## config.mk

```make
export PLATFORM = sky130hd
export DESIGN_NAME = lut_function_engine
export DESIGN_NICKNAME = d
export VERILOG_FILES = /design/src/rtl/lut_function_engine.sv
export SDC_FILE = /design/constraint.sdc
export NUM_CORES = 1
export LEC_CHECK = 0
export ABC_AREA = 1
export BUFFER_PORTS_ARGS = -buffer_cell sky130_fd_sc_hd__buf_2
export CORE_ASPECT_RATIO = 0.8
export CORE_MARGIN = 2
export CORE_UTILIZATION = 33
export DETAILED_ROUTE_END_ITERATION = 12
export GPL_ROUTABILITY_DRIVEN = 0
export SYNTH_ARGS = -nofsm -noshare
export SYNTH_HDL_FRONTEND = slang
export SYNTH_SLANG_ARGS = --single-unit
```

## constraint.sdc

```tcl
create_clock -name clk_i -period 1.95 [get_ports clk_i]
set_input_delay 0.195 -clock clk_i [delete_from_list [all_inputs] [get_ports clk_i]]
set_output_delay 0.195 -clock clk_i [all_outputs]
set_load 0.02 [all_outputs]
```

## src/rtl/lut_function_engine.sv

```systemverilog
// rtl/lut_function_engine.sv - programmable truth-table evaluator with row-by-row config load
module lut_function_engine #(
  parameter int N_IN  = 4,
  parameter int N_OUT = 3
) (
  input  logic             clk_i,
  input  logic             rst_n_i,
  input  logic             cfg_start_i,
  input  logic             cfg_valid_i,
  output logic             cfg_ready_o,
  input  logic [N_OUT-1:0] cfg_data_i,
  output logic             loaded_o,
  input  logic             in_valid_i,
  output logic             in_ready_o,
  input  logic [N_IN-1:0]  in_data_i,
  output logic             out_valid_o,
  input  logic             out_ready_i,
  output logic [N_OUT-1:0] out_data_o
);

  localparam int DEPTH = 1 << N_IN;
  localparam logic [N_IN-1:0] PTR_LAST = '1;

  typedef enum logic [1:0] {
    S_IDLE,
    S_LOAD,
    S_RUN
  } state_e;

  state_e           state_q, state_d;
  logic [N_IN-1:0]  ptr_q, ptr_d;
  logic             loaded_q, loaded_d;
  logic             out_valid_q, out_valid_d;
  logic [N_OUT-1:0] out_data_q, out_data_d;
  logic [N_OUT-1:0] table_q [DEPTH];
  logic             tbl_we;
  logic             cfg_fire, in_fire;

  // A start pulse owns the cycle: it blocks both the config beat and any input accept.
  assign cfg_ready_o = (state_q == S_LOAD) && !cfg_start_i;
  assign in_ready_o  = (state_q == S_RUN) && !cfg_start_i && (!out_valid_q || out_ready_i);
  assign cfg_fire    = cfg_valid_i && cfg_ready_o;
  assign in_fire     = in_valid_i && in_ready_o;

  always_comb begin
    state_d     = state_q;
    ptr_d       = ptr_q;
    loaded_d    = loaded_q;
    out_valid_d = out_valid_q;
    out_data_d  = out_data_q;
    tbl_we      = 1'b0;
    if (cfg_start_i) begin
      state_d     = S_LOAD;
      ptr_d       = '0;
      loaded_d    = 1'b0;
      out_valid_d = 1'b0;
    end else begin
      case (state_q)
        S_LOAD: begin
          if (cfg_fire) begin
            tbl_we = 1'b1;
            if (ptr_q == PTR_LAST) begin
              state_d  = S_RUN;
              loaded_d = 1'b1;
            end else begin
              ptr_d = ptr_q + 1'b1;
            end
          end
        end
        S_RUN: begin
          if (in_fire) begin
            out_data_d  = table_q[in_data_i];
            out_valid_d = 1'b1;
          end else if (out_valid_q && out_ready_i) begin
            out_valid_d = 1'b0;
          end
        end
        default: ;
      endcase
    end
  end

  always_ff @(posedge clk_i or negedge rst_n_i) begin
    if (!rst_n_i) begin
      state_q     <= S_IDLE;
      ptr_q       <= '0;
      loaded_q    <= 1'b0;
      out_valid_q <= 1'b0;
      out_data_q  <= '0;
    end else begin
      state_q     <= state_d;
      ptr_q       <= ptr_d;
      loaded_q    <= loaded_d;
      out_valid_q <= out_valid_d;
      out_data_q  <= out_data_d;
    end
  end

  always_ff @(posedge clk_i or negedge rst_n_i) begin
    if (!rst_n_i) begin
      for (int i = 0; i < DEPTH; i++) table_q[i] <= '0;
    end else if (tbl_we) begin
      table_q[ptr_q] <= cfg_data_i;
    end
  end

  assign loaded_o    = loaded_q;
  assign out_valid_o = out_valid_q;
  assign out_data_o  = out_data_q;

endmodule

```

Word-level counts from Yosys, hierarchy flattened. Cells that the tools add are included.

Bits in registers: 59. Input bits: 13. Logic and storage cells: 76.

Add/sub/neg operators: 1. Magnitude comparators: 3. Eq/ne operators: 4. Multiplexer cells: 25. Bitwise operators: 3. Reduce and logical (&&, ||, !) cells: 19.

Operators with widths (number): bitwise mux 48 bit (1); 2-to-1 mux 4 bit (4); binary-select mux 3 bit (select 4 bit) (1); demux 3 bit (select 4 bit) (1); 2-to-1 mux 1 bit (11); greater-or-equal comparator 5 bit (second input constant) (2); inverter 4 -> 5 bit (2); 2-to-1 mux 3 bit (3); AND reduction 3 bit (3); 2-to-1 mux 2 bit (4); nonzero test 2 bit (4); logical AND 1 bit (7); less-than comparator 5 x 1 -> 1 bit (second input constant) (1); adder 4 x 1 -> 4 bit (second input constant) (1); equality test 4 bit (second input constant) (1); nonzero test 3 bit (1); equality test 2 x 1 -> 1 bit (second input constant) (1); equality test 2 bit (second input constant) (1); zero test 1 bit (2); != test 2 bit (second input constant) (1); AND reduction 2 bit (1); logical OR 1 bit (1); inverter 1 bit (1).

Longest topological paths before layout.
Word-level depth: 7. Depth in mapped cells: 11. Depth with buffers taken out: 9.

Worst setup path before layout. No wires, ideal clock.

Path type: register -> register. From: reg state_q[1]. To: reg out_data_q[0], in the netlist out_data_o[0]. Setup time: 0.065 ns. Arrival time: 1.674 ns. Slack: 0.211 ns. Cell stages (with the launch flop): 7. Path buffers: 0. Period minus slack after synthesis: 1.739 ns. Cells stage by stage: dfrtp_1 -> nand2_1 -> a211oi_1 -> nand2_1 -> inv_1 -> nand2_1 -> nand2_1.

Word-level cells in the longest chain between the ends: 5.

RTL lines: from (decl) (line 30) `state_e state_q, state_d;`; from (signal assigned) (line 91) `state_q <= state_d;`; equality test 2 bit (line 41) `assign in_ready_o = (state_q == S_RUN) && !cfg_start_i && (!out_valid_q || out_ready_i);`; logical AND 1 bit (2 in series) (line 41); via in_ready_o (line 14) `output logic in_ready_o,`; logical AND 1 bit (line 43) `assign in_fire = in_valid_i && in_ready_o;`; AND reduction 3 bit (no source line); to (signal assigned) (line 95) `out_data_q <= out_data_d;`; to (decl) (line 34) `logic [N_OUT-1:0] out_data_q, out_data_d;`.

The timed path passes the listed nets, and every way through them passes these cells. A chain may end at the register's enable or synchronous reset.

Worst setup path after layout.
From: reg state_q[0]. To: out in_ready_o.

Word-level cells in the longest chain between the ends: 3.

RTL lines (line): equality test 2 bit (41); logical AND 1 bit (2 in series) (41); to (decl) (14).

No other way between the ends.

==> metrics.md <==
| Metric | Value |
|---|---|
| Status | completed |
| Post-CTS sizing | 0 |
| Final-report hold violation count | 0 |
| Yosys cell types | 22 |
| Capture point of the worst reg-to-reg path | ptr_q[2] |
| Buffers on Ports | 19 |
| Tightest Hold Check Type | input pin to flip-flop |
| Vias | between 2k and 2.5k |
| Footprint of the multi-input gates | 1196 sq um |
| CTS Root Buffer Type | clkbuf_8 |
| Tightest Pin Transition | between 0.5 and 0.6 ns |
| Avg Cell Area, Syn | 7.632 sq um |
| Register area | 1451 sq um |
| Power Dens Cells | around 870 nW/um^2 |
| Fin util | 0.3941 |
| Die area | between 9000 and 10,000 sq um |
| Critical Path Stages | 4 |
| H-tree depth | 3 |
| Top post-synthesis cells by area | dfrtp_1 (50%), nand2_1 (18%), o21ai_0 (8.3%), inv_1 (7.4%), nand3_1 (6.4%) |
| Pleak | ~1.7 nW |
| Setup repair bufs after CTS | 0 |
| Top cell type's share of synthesized area | 0.4991 |
| Antenna Cells | 0 |
| Setup CP Type | flip-flop to output port |
| I/O pin count | 20 |
| Sum of negative setup slack | 0 ns |
| Final hold slack | 0.1010 ns |
| Layout cells sized above 1 | 0.1098 |
| Yosys reg bits | 58 |
| CTS clk-pin slew, worst paths | roughly 0.070 ns |
| Post-synthesis net count | ~400 |
| RSZ-0062 raised after global routing | no |
| Critical Path Source | state_q[0] |
| Setup Skew | roughly 0.0094 ns |
| Worst-path fanout max | 4 |
| Die W | 109.0 um |
| F_max | approximately 610 MHz |
| Final nets | between 400 and 500 |
| # setup viols final | 0 |
| Power Total | about 0.0029 W |
| Tmin final | approximately 1.6 ns |
| Syn. warnings | 0 |
| Post-Layout Cell Count | between 500 and 600 |
| Max Root-Sink Buffers | 2 |
| Mapped Cells | around 380 |
| Most common cell after layout, fill and taps aside | nand2_1 |
| Area of the mapped netlist | about 2900 sq um |
| Overall Global Routing Usage | 0.1635 |
| Sequential share of the synthesized area | 0.4991 |
| Core box area | approximately 8500 sq um |
| WL per Instance | approximately 14 um |
| CP arrival | between 1 and 1.5 ns |
| CTS sink count | 58 |
| Pin count of the biggest net entering global routing | 59 |
| Largest area contributor in the netlist | dfrtp_1 |
| Rel. slew slack | 0.6032 |
| Max VDD drop | approximately 0.00032 V |
| Critical path's top delay family | flip-flops |
| DPL Wire Length | 4.859 mm |
| Cell row count | 30 |
| Req. time, crit path | roughly 1.8 ns |
| R2R depth | 6 |
| Slowest cell on the critical path | dfrtp_1 |
| CP endpoint kind | output port |
| Total gr overflow | 0 |
| Cts bufs inserted | 9 |
| Starting Density | 0.3413 |
| Vias in the first global route | between 2k and 2.5k |
| DRT antenna net count | 0 |
| First-pass GRT wire length | 11.73 mm |
| Die height | between 80 and 90 um |
| Via-to-Cell Ratio | around 4.6 |
| Initial antenna violation count | 0 |
| Drt total wl | approximately 7.0 mm |
| CTS tree | done |
| CP Cell Sequence | inv_1 > nand2_1 > a211oi_1 > buf_2 |
| Worst path max stage delay | ~0.36 ns |
| Inst Count DP | about 510 |
| Drt first-iter violations | between 150 and 200 |
| Max-Cap Viols | 0 |
| FF-to-FF Start | ptr_q[0] |
| # DRC | 0 |
| Worst skew pair latency | 0.35 ns |
| DRT Pass-1 Iters | 4 |
| Worst Path Buf+Inv | 2 |
| Reg2reg setup slack | around 0.36 ns |
| CP endpoint | in_ready_o |
| Filler instances | between 800 and 900 |
| CP startpoint kind | flip-flop |
| Area delta synth->final | 15.49% |
| Max-slew violations | 0 |
| Final period utilization | 0.8340 |
| Most frequent cells in the layout | nand2_1 (139), dfrtp_1 (58), inv_1 (57) |
[sequential cells by signal, indices dropped and copies added (netlist names)]
register     count
table_q         48
out_valid_o      1
out_data_o       3
ptr_q            4
state_q          2
[where the power goes]
group | switching, W | internal, W
logic | 0.000223 | 0.000120
registers | 0.0000588 | 0.00130
clock network | 0.000471 | 0.000731
total | 0.000753 | 0.00215
[through the flow]
stage | worst slack [ns] | area [sq um]
after floorplan | 0.2106 | 2908
after global placement | 0.4118 | 3132
after detailed placement | 0.3711 | 3132
after CTS | 0.3182 | 3358
after global routing | 0.1917 | 3358
final | 0.3237 | 3358
[cells in the mapped netlist (all sizes together)]
cell type and count:
buf 6, nor3 3, clkbuf 4, a21oi 1
a22oi 1, dfrtp 58, a211oi 2, nor2 11
nand2 143, ha 4, o21ai 52, o211ai 2
nand3 37, inv 57
[layout make-up]
type / count / share of cell area
Inverter: 57 / 0.06371
Sequential cell: 58 / 0.4322
Multi-Input combinational cell: 256 / 0.3562
Timing Repair Buffer: 23 / 0.04173
Tap cell: 112 / 0.04173
Clock inverter: 1 / 0.008942
Clock buffer: 15 / 0.05551
[kinds of logic (layout without fill, tap and decap cells)]
| logic type | after synthesis | count (layout) | share of synthesized area |
|---|---|---|---|
| AND/OR/NAND/NOR | 194 | 194 | 0.2900 |
| buffers and inverters | 67 | 96 | 0.08950 |
| AO/OA/AOI/OAI | 58 | 58 | 0.1041 |
| flip-flops | 58 | 58 | 0.4991 |
| adder cells (fa/ha/maj) | 4 | 4 | 0.01721 |
[repair_timing]
item | in CTS | in global routing
endpoints found under the setup margin | 0 | 0
hold endpoints to repair | 58 | 0
hold buffers | 1 | 0
[layer usage]
layer,vias up,GRT usage,wire (um)
met5,-,0,0
met4,0,0.04196,40
met3,4,0.05655,382
met2,44,0.2400,3095
met1,1140,0.2307,3530
li1,1236,-,-
[worst min-delay path by stage]
| stage | endpoint | slack (ns) | start | cells past startpoint |
|---|---|---|---|---|
| floorplan | out_data_o[0] | -0.10 | rst_n_i | 0 |
| global placement | table_q[36] | 0.23 | rst_n_i | 2 |
| detailed placement | table_q[37] | 0.22 | rst_n_i | 2 |
| CTS | ptr_q[1] | 0.09 | cfg_start_i | 2 |
| global route | ptr_q[1] | 0.12 | cfg_start_i | 2 |
| finish | ptr_q[1] | 0.10 | cfg_start_i | 2 |
(Power assumes the default switching activity.)
